### src/rtl/rggen_local_bus_splitter.sv
// Purpose: local-bus responder. Decodes one host command to a one-hot register select, waits for
//          that register's ready (bounded by a timeout) and returns a one-cycle response.
//          Decode misses and timeouts are answered locally with error status 01.
// Latency: hit = 2 + ready-wait cycles; miss = 1 cycle; timeout = TIMEOUT_CYCLES + 1 cycles.
// Backpressure: one command in flight. i_command_valid is sampled only in IDLE and is held by the host
//          until o_response_ready. Register-side stalls are bounded by the timeout counter.
//
// Ports:
//   clk, rst_n                        clock, asynchronous active-low reset
//   i_command_valid/i_write/i_read    host command strobe and direction
//   i_address/i_write_data/i_write_mask  host byte address, write data and bitwise write enable
//   o_response_ready/o_read_data/o_status  single-cycle response (status 00 OK, 01 error)
//   o_register_select/_write/_read    one-hot select and qualifiers, driven only during ACCESS
//   o_register_write_data/_mask       latched write data and mask, driven only during ACCESS
//   i_register_ready/_read_data/_status  packed per-register completion, read data and status
module rggen_local_bus_splitter #(
    parameter int DATA_WIDTH          = 32,
    parameter int LOCAL_ADDRESS_WIDTH = 16,
    parameter int REGISTERS           = 4,
    parameter int TIMEOUT_CYCLES      = 256
) (
    input  logic                            clk,
    input  logic                            rst_n,
    input  logic                            i_command_valid,
    input  logic                            i_write,
    input  logic                            i_read,
    input  logic [LOCAL_ADDRESS_WIDTH-1:0]  i_address,
    input  logic [DATA_WIDTH-1:0]           i_write_data,
    input  logic [DATA_WIDTH-1:0]           i_write_mask,
    output logic                            o_response_ready,
    output logic [DATA_WIDTH-1:0]           o_read_data,
    output logic [1:0]                      o_status,
    output logic [REGISTERS-1:0]            o_register_select,
    output logic                            o_register_write,
    output logic                            o_register_read,
    output logic [DATA_WIDTH-1:0]           o_register_write_data,
    output logic [DATA_WIDTH-1:0]           o_register_write_mask,
    input  logic [REGISTERS-1:0]            i_register_ready,
    input  logic [REGISTERS*DATA_WIDTH-1:0] i_register_read_data,
    input  logic [2*REGISTERS-1:0]          i_register_status
);

    localparam int AW         = LOCAL_ADDRESS_WIDTH;
    localparam int WORD_SHIFT = $clog2(DATA_WIDTH / 8);
    localparam int CW         = (TIMEOUT_CYCLES > 1) ? $clog2(TIMEOUT_CYCLES) : 1;
    // Counter value seen in the last permitted ACCESS cycle; unused when the timeout is disabled.
    localparam logic [CW-1:0] TIMEOUT_LAST = CW'((TIMEOUT_CYCLES == 0) ? 0 : TIMEOUT_CYCLES - 1);

    typedef enum logic [1:0] {
        IDLE    = 2'd0,
        ACCESS  = 2'd1,
        RESPOND = 2'd2
    } state_t;

    state_t                  state_q;
    state_t                  next_state;

    logic [REGISTERS-1:0]    select_q;
    logic                    write_q;
    logic                    read_q;
    logic [DATA_WIDTH-1:0]   write_data_q;
    logic [DATA_WIDTH-1:0]   write_mask_q;
    logic [CW-1:0]           count_q;
    logic [DATA_WIDTH-1:0]   read_data_q;
    logic [1:0]              status_q;

    logic [AW-1:0]           word_index;
    logic                    index_hit;
    logic                    command_hit;
    logic [REGISTERS-1:0]    decoded_select;

    logic                    selected_ready;
    logic [DATA_WIDTH-1:0]   selected_data;
    logic [1:0]              selected_status;

    logic                    accept;
    logic                    load_response;
    logic [DATA_WIDTH-1:0]   response_data;
    logic [1:0]              response_status;

    // ------------------------------------------------------------------
    // Address decode: low byte-offset bits are dropped by the shift. The
    // compare is one bit wider so REGISTERS == 2**AW still decodes.
    // ------------------------------------------------------------------
    assign word_index  = i_address >> WORD_SHIFT;
    assign index_hit   = ({1'b0, word_index} < (AW + 1)'(REGISTERS));
    assign command_hit = index_hit && (i_write ^ i_read);

    always_comb begin
        decoded_select = '0;
        for (int i = 0; i < REGISTERS; i++) begin
            decoded_select[i] = (word_index == AW'(i));
        end
    end

    // ------------------------------------------------------------------
    // Selected register's completion. select_q is one-hot (or zero), so
    // OR-ing the masked slices is a mux; other registers' ready is ignored.
    // ------------------------------------------------------------------
    assign selected_ready = |(i_register_ready & select_q);

    always_comb begin
        selected_data   = '0;
        selected_status = '0;
        for (int i = 0; i < REGISTERS; i++) begin
            if (select_q[i]) begin
                selected_data   = selected_data   | i_register_read_data[i*DATA_WIDTH +: DATA_WIDTH];
                selected_status = selected_status | i_register_status[2*i +: 2];
            end
        end
    end

    // ------------------------------------------------------------------
    // FSM: state register
    // ------------------------------------------------------------------
    always_ff @(posedge clk or negedge rst_n) begin
        if (!rst_n) begin
            state_q <= IDLE;
        end else begin
            state_q <= next_state;
        end
    end

    // ------------------------------------------------------------------
    // FSM: next state and response source. Ready is tested before the
    // timeout so a ready arriving in the last permitted cycle still wins.
    // ------------------------------------------------------------------
    always_comb begin
        next_state      = state_q;
        accept          = 1'b0;
        load_response   = 1'b0;
        response_data   = '0;
        response_status = 2'b00;
        case (state_q)
            IDLE: begin
                if (i_command_valid) begin
                    if (command_hit) begin
                        accept     = 1'b1;
                        next_state = ACCESS;
                    end else begin
                        load_response   = 1'b1;
                        response_status = 2'b01;
                        next_state      = RESPOND;
                    end
                end
            end
            ACCESS: begin
                if (selected_ready) begin
                    load_response   = 1'b1;
                    response_data   = read_q ? selected_data : '0;
                    response_status = selected_status;
                    next_state      = RESPOND;
                end else if ((TIMEOUT_CYCLES != 0) && (count_q == TIMEOUT_LAST)) begin
                    load_response   = 1'b1;
                    response_status = 2'b01;
                    next_state      = RESPOND;
                end
            end
            RESPOND: begin
                next_state = IDLE;
            end
            default: begin
                next_state = IDLE;
            end
        endcase
    end

    // ------------------------------------------------------------------
    // Register-side command latch and timeout counter. Everything here is
    // non-zero only while in ACCESS, so it drives the outputs directly.
    // ------------------------------------------------------------------
    always_ff @(posedge clk or negedge rst_n) begin
        if (!rst_n) begin
            select_q     <= '0;
            write_q      <= 1'b0;
            read_q       <= 1'b0;
            write_data_q <= '0;
            write_mask_q <= '0;
            count_q      <= '0;
        end else if (accept) begin
            select_q     <= decoded_select;
            write_q      <= i_write;
            read_q       <= i_read;
            write_data_q <= i_write_data;
            write_mask_q <= i_write_mask;
            count_q      <= '0;
        end else if (state_q == ACCESS) begin
            if (next_state != ACCESS) begin
                select_q     <= '0;
                write_q      <= 1'b0;
                read_q       <= 1'b0;
                write_data_q <= '0;
                write_mask_q <= '0;
                count_q      <= '0;
            end else begin
                count_q <= count_q + 1'b1;
            end
        end
    end

    // ------------------------------------------------------------------
    // Response registers: loaded on entry to RESPOND, cleared on exit.
    // ------------------------------------------------------------------
    always_ff @(posedge clk or negedge rst_n) begin
        if (!rst_n) begin
            read_data_q <= '0;
            status_q    <= 2'b00;
        end else if (load_response) begin
            read_data_q <= response_data;
            status_q    <= response_status;
        end else if (state_q == RESPOND) begin
            read_data_q <= '0;
            status_q    <= 2'b00;
        end
    end

    assign o_response_ready      = (state_q == RESPOND);
    assign o_read_data           = read_data_q;
    assign o_status              = status_q;
    assign o_register_select     = select_q;
    assign o_register_write      = write_q;
    assign o_register_read       = read_q;
    assign o_register_write_data = write_data_q;
    assign o_register_write_mask = write_mask_q;

endmodule

### config.mk
export PLATFORM = sky130hd
export DESIGN_NAME = rggen_local_bus_splitter
export DESIGN_NICKNAME = d
export VERILOG_FILES = /design/src/rtl/rggen_local_bus_splitter.sv
export SDC_FILE = /design/constraint.sdc
export NUM_CORES = 1
export LEC_CHECK = 0
export CAP_MARGIN = 20
export CORE_MARGIN = 4
export CORE_UTILIZATION = 35
export DETAILED_ROUTE_END_ITERATION = 8
export GPL_TIMING_DRIVEN = 0
export PLACE_DENSITY = 0.78
export SYNTH_ARGS = -nofsm -noshare
export SYNTH_HDL_FRONTEND = slang
export SYNTH_SLANG_ARGS = --single-unit
### constraint.sdc
create_clock -name clk -period 3.25 [get_ports clk]
set_input_delay 0.325 -clock clk [delete_from_list [all_inputs] [get_ports clk]]
set_output_delay 0.325 -clock clk [all_outputs]
set_load 0.01 [all_outputs]
==> flow_summary.toml, run 1 <==
[timing]
finalCritPeriodShare = 0.647
fmax_mhz = 476
hold-worst-slack_ns = -0.0183
hold_viol_final = 13
relSlewSlack = 0.474
setup_ws_ns = 1.15
worstMarginPinSlew_ns = 0.789
setup_viol = 0
clock_skew_ns = 0.0259
fin_crit_ns = 2.10
rsz0062_at_grt = "false"
setup-tns-final_ns = 0
slew_violations = 0

[pwr]
ir_worst_vdd_mv = 0.324
switching_share = 0.207
p_int_mw = 2.91
power.switching_uw = 756
seq_power_share = 0.404
p_comb_frac = 0.110
p_total_mw = 3.66
power.leakage_nw = 3.79
pwr_density_cell_nw_per_um2 = 401
clkPwrFrac = 0.487

[global_route]
globalRouteOverflowTotal = 0
grt_usage = 0.244
grtUsageMet1 = 0.286
grt_use_met2 = 0.417
grt_pass1_wl_um = 30900
busiest_layer = "met2"
met3_usage = 0.0792
antenna_found_initial = 0
grt_max_degree = 61
grt_pass1_vias = 5658

[synth]
synth-simple-area-share = 0.0463
seq_area_frac_synth = 0.565
yosys.area_share.adder = 0.00248
synth-xor-area-share = 0.00173
synth_area_um2 = 5050
synth_cells = 389
ys_seq_elements = 114
synth_mux_area_frac = 0
synth.avg_cell_area_um2 = 13.0
syn-num-nets = 615
synth_cell_type_count = 40
yosys_warnings = 0
synth_compound_area_frac = 0.340
synth_top_family_by_area = "compound AO/OA/AOI/OAI gates"

[outcome]
violations = "hold timing"
status = "finished, violations left"

[route]
viasPerCell = 5.50
drc = 0
routed_wl_um = 20200
drt_iter0_drc = 267
vias = 5085
wire_per_inst_um = 21.9
first_pass_iters = 5
ant_nets = 0

[cells_and_area]
final_cells = 925
diodes = 0
final_core_util = 0.652
nets = 962
fin_area_um2 = 9120
drive_gt1_frac = 0.0913
syn_to_final_growth_pct = 80.7

[critical_path]
crit_path_cell_trace = "nor2b_1 > clkdlybuf4s50_1"
worstPathArrival_ns = 1.78
cp-end-kind = "output pin"
critPathRequiredTime_ns = 2.92
cpMaxStageDelayCell = "clkdlybuf4s50_1"
crit_fanout = 5
crit_path_start_kind = "flip-flop"
crit_path_max_incr_delay_ns = 0.61
path_class = "flip-flop to output pin"

[place]
place.gp.congestion = 0.957
hpwlAfterDp_um = 15600
port_buffers = 327
dp.cells = 897
place_ws_ns = 0.836
place_area_um2 = 8570

[cts]
cts_hold_buffers = 0
root_buffer = "clkbuf_16"
cts_tree = "done"
clk_path_buf_depth = 2
numCtsBuffers = 17
cts_resized = 0
clock_sinks = 114
clkLatencyLatePin_ns = 0.42
cts_max_level = 4
clkTransAtPathRegs_ns = 0.05
cts_setup_buffers = 0

[die]
core_area_um2 = 14000
die_area_um2 = 16400
placementRows = 43
fp.dieW_um = 128
die_h_um = 128
initial_core_util = 0.361
ios = 330

[worst_hold_path]
hp-class = "primary input to asynchronous set/reset pin"

[flow_run]
drv_cap = 0
path summary, 6_finish.rpt:
path,startpoint,to,slack (ns),depth (start not counted)
min,rst_n,o_register_write_mask[23],-0.02,1
min reg2reg,o_read_data[14],o_read_data[14],0.49,1
max,state_q[1],o_response_ready,1.15,2
max in group asynchronous,rst_n,o_read_data[3],2.52,2
max reg2reg,o_register_select[1],o_register_write_data[31],1.22,7
min in group clk,o_read_data[14],o_read_data[14],0.49,1
kinds of logic after synthesis:
kind of cell / after synthesis
compound gates: 193
xor+xnor: 1
fa+ha+maj: 1
buf+inv: 42
flops: 114
simple gates: 38
metal layers:
layer / vias to the layer above / wire length (µm)
li1: 2278 / -
met1: 2490 / 7800
met2: 282 / 10100
met3: 35 / 1830
met4: 0 / 482
met5: - / 0
sequential cells by signal, summed over array words and instances, names as in the netlist:
signal	count
o_read_data	32
o_register_write_data	32
o_register_write_mask	32
count_q	8
o_register_select	4
o_status	2
state_q	2
o_register_read	1
o_register_write	1
power groups by stage:
stage	Sequential [mW]	Clock, mW	Combinational [mW]
detailed placement	1.50	0	0.402
global route	1.48	1.88	0.431
floorplan	1.50	0	0.0655
global placement	1.50	0	0.386
finish	1.48	1.78	0.401
CTS	1.48	1.81	0.405
final cells by class:
type | count | area, µm²
fillers | 1031 | 4860
clock buffers | 20 | 437
repair buffers | 328 | 3300
flip-flops and latches | 114 | 2850
inverters | 5 | 18.8
plain buffers | 37 | 204
clock inverters | 8 | 115
well taps | 180 | 225
multi-input cells | 233 | 1970
critical path, delay by kind of cell (launching register included):
kind                   cells  cell delay (ns)
AND/OR/NAND/NOR            1             0.36
flip-flops                 1             0.39
buffers and inverters      1             0.61
cells in the final DEF (no fill, tap or decap), types with 5 or more instances in the layout:
cell type / synthesis / layout
clkbuf_1: 14 / 17
a221oi_1: 32 / 32
nand2_1: 7 / 7
o2bb2ai_1: 23 / 23
o2bb2ai_2: 10 / 10
clkdlybuf4s50_1: 0 / 326
buf_2: 16 / 16
dfrtp_1: 114 / 114
inv_1: 5 / 5
o21ai_0: 9 / 9
a22o_1: 99 / 99
buf_6: 6 / 6
clkinv_2: 0 / 5
clkbuf_16: 0 / 17
a21oi_1: 5 / 5
cells in the mapped netlist, drive strengths merged:
master   instances  area (µm²)
nand2            8        37.5
or2              2        12.5
ha               1        12.5
and4             1        8.76
nor3             3        26.3
o2bb2ai         33         352
o311ai           1        8.76
dfrtp          114        2850
a21o             2        15.0
a22oi            6        63.8
or3              5        36.3
a22o            99         867
nand4            1        6.26
a21oi            5        25.0
buf             23         151
nor2b            3        18.8
nand2b           2        12.5
nand3            4        20.0
nor2             2        10.0
a31oi            1        6.26
a32o             4        40.0
o21ai            9        45.0
nor3b            1        7.51
xor2             1        8.76
clkbuf          14        52.6
o21a             1        15.0
inv              5        18.8
nor4             4        25.0
and2             1        6.26
and3             1        6.26
a221oi          32         280
No activity file was read; power rests on OpenSTA's default activity.
==> inputs of run 2 (changes only) <==
==> constraint.sdc (replaced) <==
create_clock -name clk -period 2 [get_ports clk]
set_input_delay 0.2 -clock clk [delete_from_list [all_inputs] [get_ports clk]]
set_output_delay 0.2 -clock clk [all_outputs]
set_load 0.01 [all_outputs]
==> flow_summary.toml, run 2 (same netlist as run 1, synthesis figures left out) <==
[flow_run]
drv_cap = 0

[critical_path]
reg2reg_slack_ns = 0.10
crit_top_cell = "buf_2"
path_delay_family = "compound AO/OA/AOI/OAI gates"
cp-end-kind = "flip-flop"
reg2reg_from = "o_register_select[1]"
crit_path_start_kind = "flip-flop"
path_class = "flip-flop to flip-flop"
cpMaxStageDelayCell = "dfrtp_1"
crit_fanout = 10
cp-endpoint = "o_register_write_mask[26]"
worstPathArrival_ns = 2.24
crit_path_max_incr_delay_ns = 0.39
crit_path_cell_trace = "buf_2 > a22oi_4 > nand2_4 > o21a_4 > nor2_4 > buf_2 > a22o_1"
rr_worst_depth = 7
critPathRequiredTime_ns = 2.35
cp.depth = 7
rr_endpoint = "o_register_write_mask[26]"
cp_num_buf_inv = 2
startpoint = "o_register_select[1]"

[die]
ios = 330
placementRows = 43
initial_core_util = 0.361
die_area_um2 = 16400
core_area_um2 = 14000
die_h_um = 128
fp.dieW_um = 128

[route]
wire_per_inst_um = 21.8
wl_met1_um = 7810
drc = 0
wl_met2_um = 10200
ant_nets = 0
drt_iter0_drc = 244
wl_met3_um = 1790
first_pass_iters = 4
routed_wl_um = 20300
top_layer = "met4"
viasPerCell = 5.43
vias = 5041

[cells_and_area]
nets = 965
syn_to_final_growth_pct = 82.1
drive_gt1_frac = 0.100
final_cell_mix = "clkdlybuf4s50_1, dfrtp_1, a22o_1"
diodes = 0
final_common_cell = "clkdlybuf4s50_1"
fin_area_um2 = 9190

[global_route]
grt_pass1_wl_um = 31100
grt_max_degree = 61
antenna_found_initial = 0
globalRouteOverflowTotal = 0
grt_usage = 0.246
grt_pass1_vias = 5689

[timing]
fmax_mhz = 527
slew_violations = 0
setup_viol = 0
fin_crit_ns = 1.90
hold_viol_final = 0
finalCritPeriodShare = 0.949
worstMarginPinSlew_ns = 0.793
relSlewSlack = 0.472
clock_skew_ns = 0.0134
rsz0062_at_grt = "true"

[place]
place_area_um2 = 8570
port_buffers = 327
place.gp.congestion = 0.957
hpwlAfterDp_um = 15600

[outcome]
status = "finished clean"

[pwr]
power.leakage_nw = 3.83
ir_worst_vdd_mv = 0.526
pwr_density_cell_nw_per_um2 = 648
p_total_mw = 5.96

[cts]
clkLatencyLatePin_ns = 0.41
numCtsBuffers = 17
cts_max_level = 4
cts_tree = "done"
clock_sinks = 114
root_buffer = "clkbuf_16"
clkTransAtPathRegs_ns = 0.05
clk_path_buf_depth = 2

[worst_hold_path]
min-delay-start = "i_write_mask[27]"
hp-class = "primary input to flip-flop"
## run 2: how the worst min path moves through the flow
stage | end | slack [ns] | cells past startpoint
6_report | o_register_write_mask[27] | 0.39 | 2
5_1_grt | o_register_write_data[12] | 0.39 | 2
4_1_cts | o_register_write_mask[27] | 0.37 | 2
3_5_place_dp | o_register_write_mask[23] | 0.32 | 1
3_3_place_gp | o_read_data[24] | 0.47 | 1
2_1_floorplan | count_q[0] | -0.1 | 0
## run 2: final cells by class
class | instances | area, µm²
sequential | 114 | 2850
clock buffer | 20 | 437
fill | 1026 | 4790
inverter | 5 | 18.8
clock inverter | 8 | 115
multi-input combinational | 233 | 1990
buffer | 37 | 219
tap | 180 | 225
timing repair buffer | 331 | 3340
## run 2: metal layers
metal | global-route usage | vias to the layer above
li1 | - | 2285
met4 | 0.0949 | 0
met5 | 0 | -
met3 | 0.0804 | 30
met1 | 0.286 | 2471
met2 | 0.420 | 255
## run 2: what timing repair did
action	CTS	global route
pin swaps	1	1
hold buffers	1	0
resized for setup	3	9
endpoints found under the hold margin	59	0
setup buffers	2	0
endpoints found under the setup margin	81	59
## run 2: power breakdown
part / switching (mW) / internal (mW) / total [mW] / leakage (nW)
combinational: 0.201 / 0.465 / 0.666 / 1.97
clock: 0.980 / 1.91 / 2.89 / 0.275
sequential: 0.0442 / 2.36 / 2.40 / 1.58
## run 2: stage by stage
stage | cells | setup TNS, ns | setup slack, ns | utilization | hold slack [ns]
final | 928 | 0 | 0.102 | 0.657 | 0.391
after floorplan | 389 | 0 | 0.273 | - | -0.0956
after global routing | 928 | -0.00268 | -0.00268 | 0.657 | 0.387
after CTS | 928 | 0 | 0.0538 | 0.656 | 0.372
after detailed placement | 897 | -20.97 | -0.289 | 0.613 | 0.324
after global placement | 896 | -403.89 | -3.36 | 0.611 | 0.474
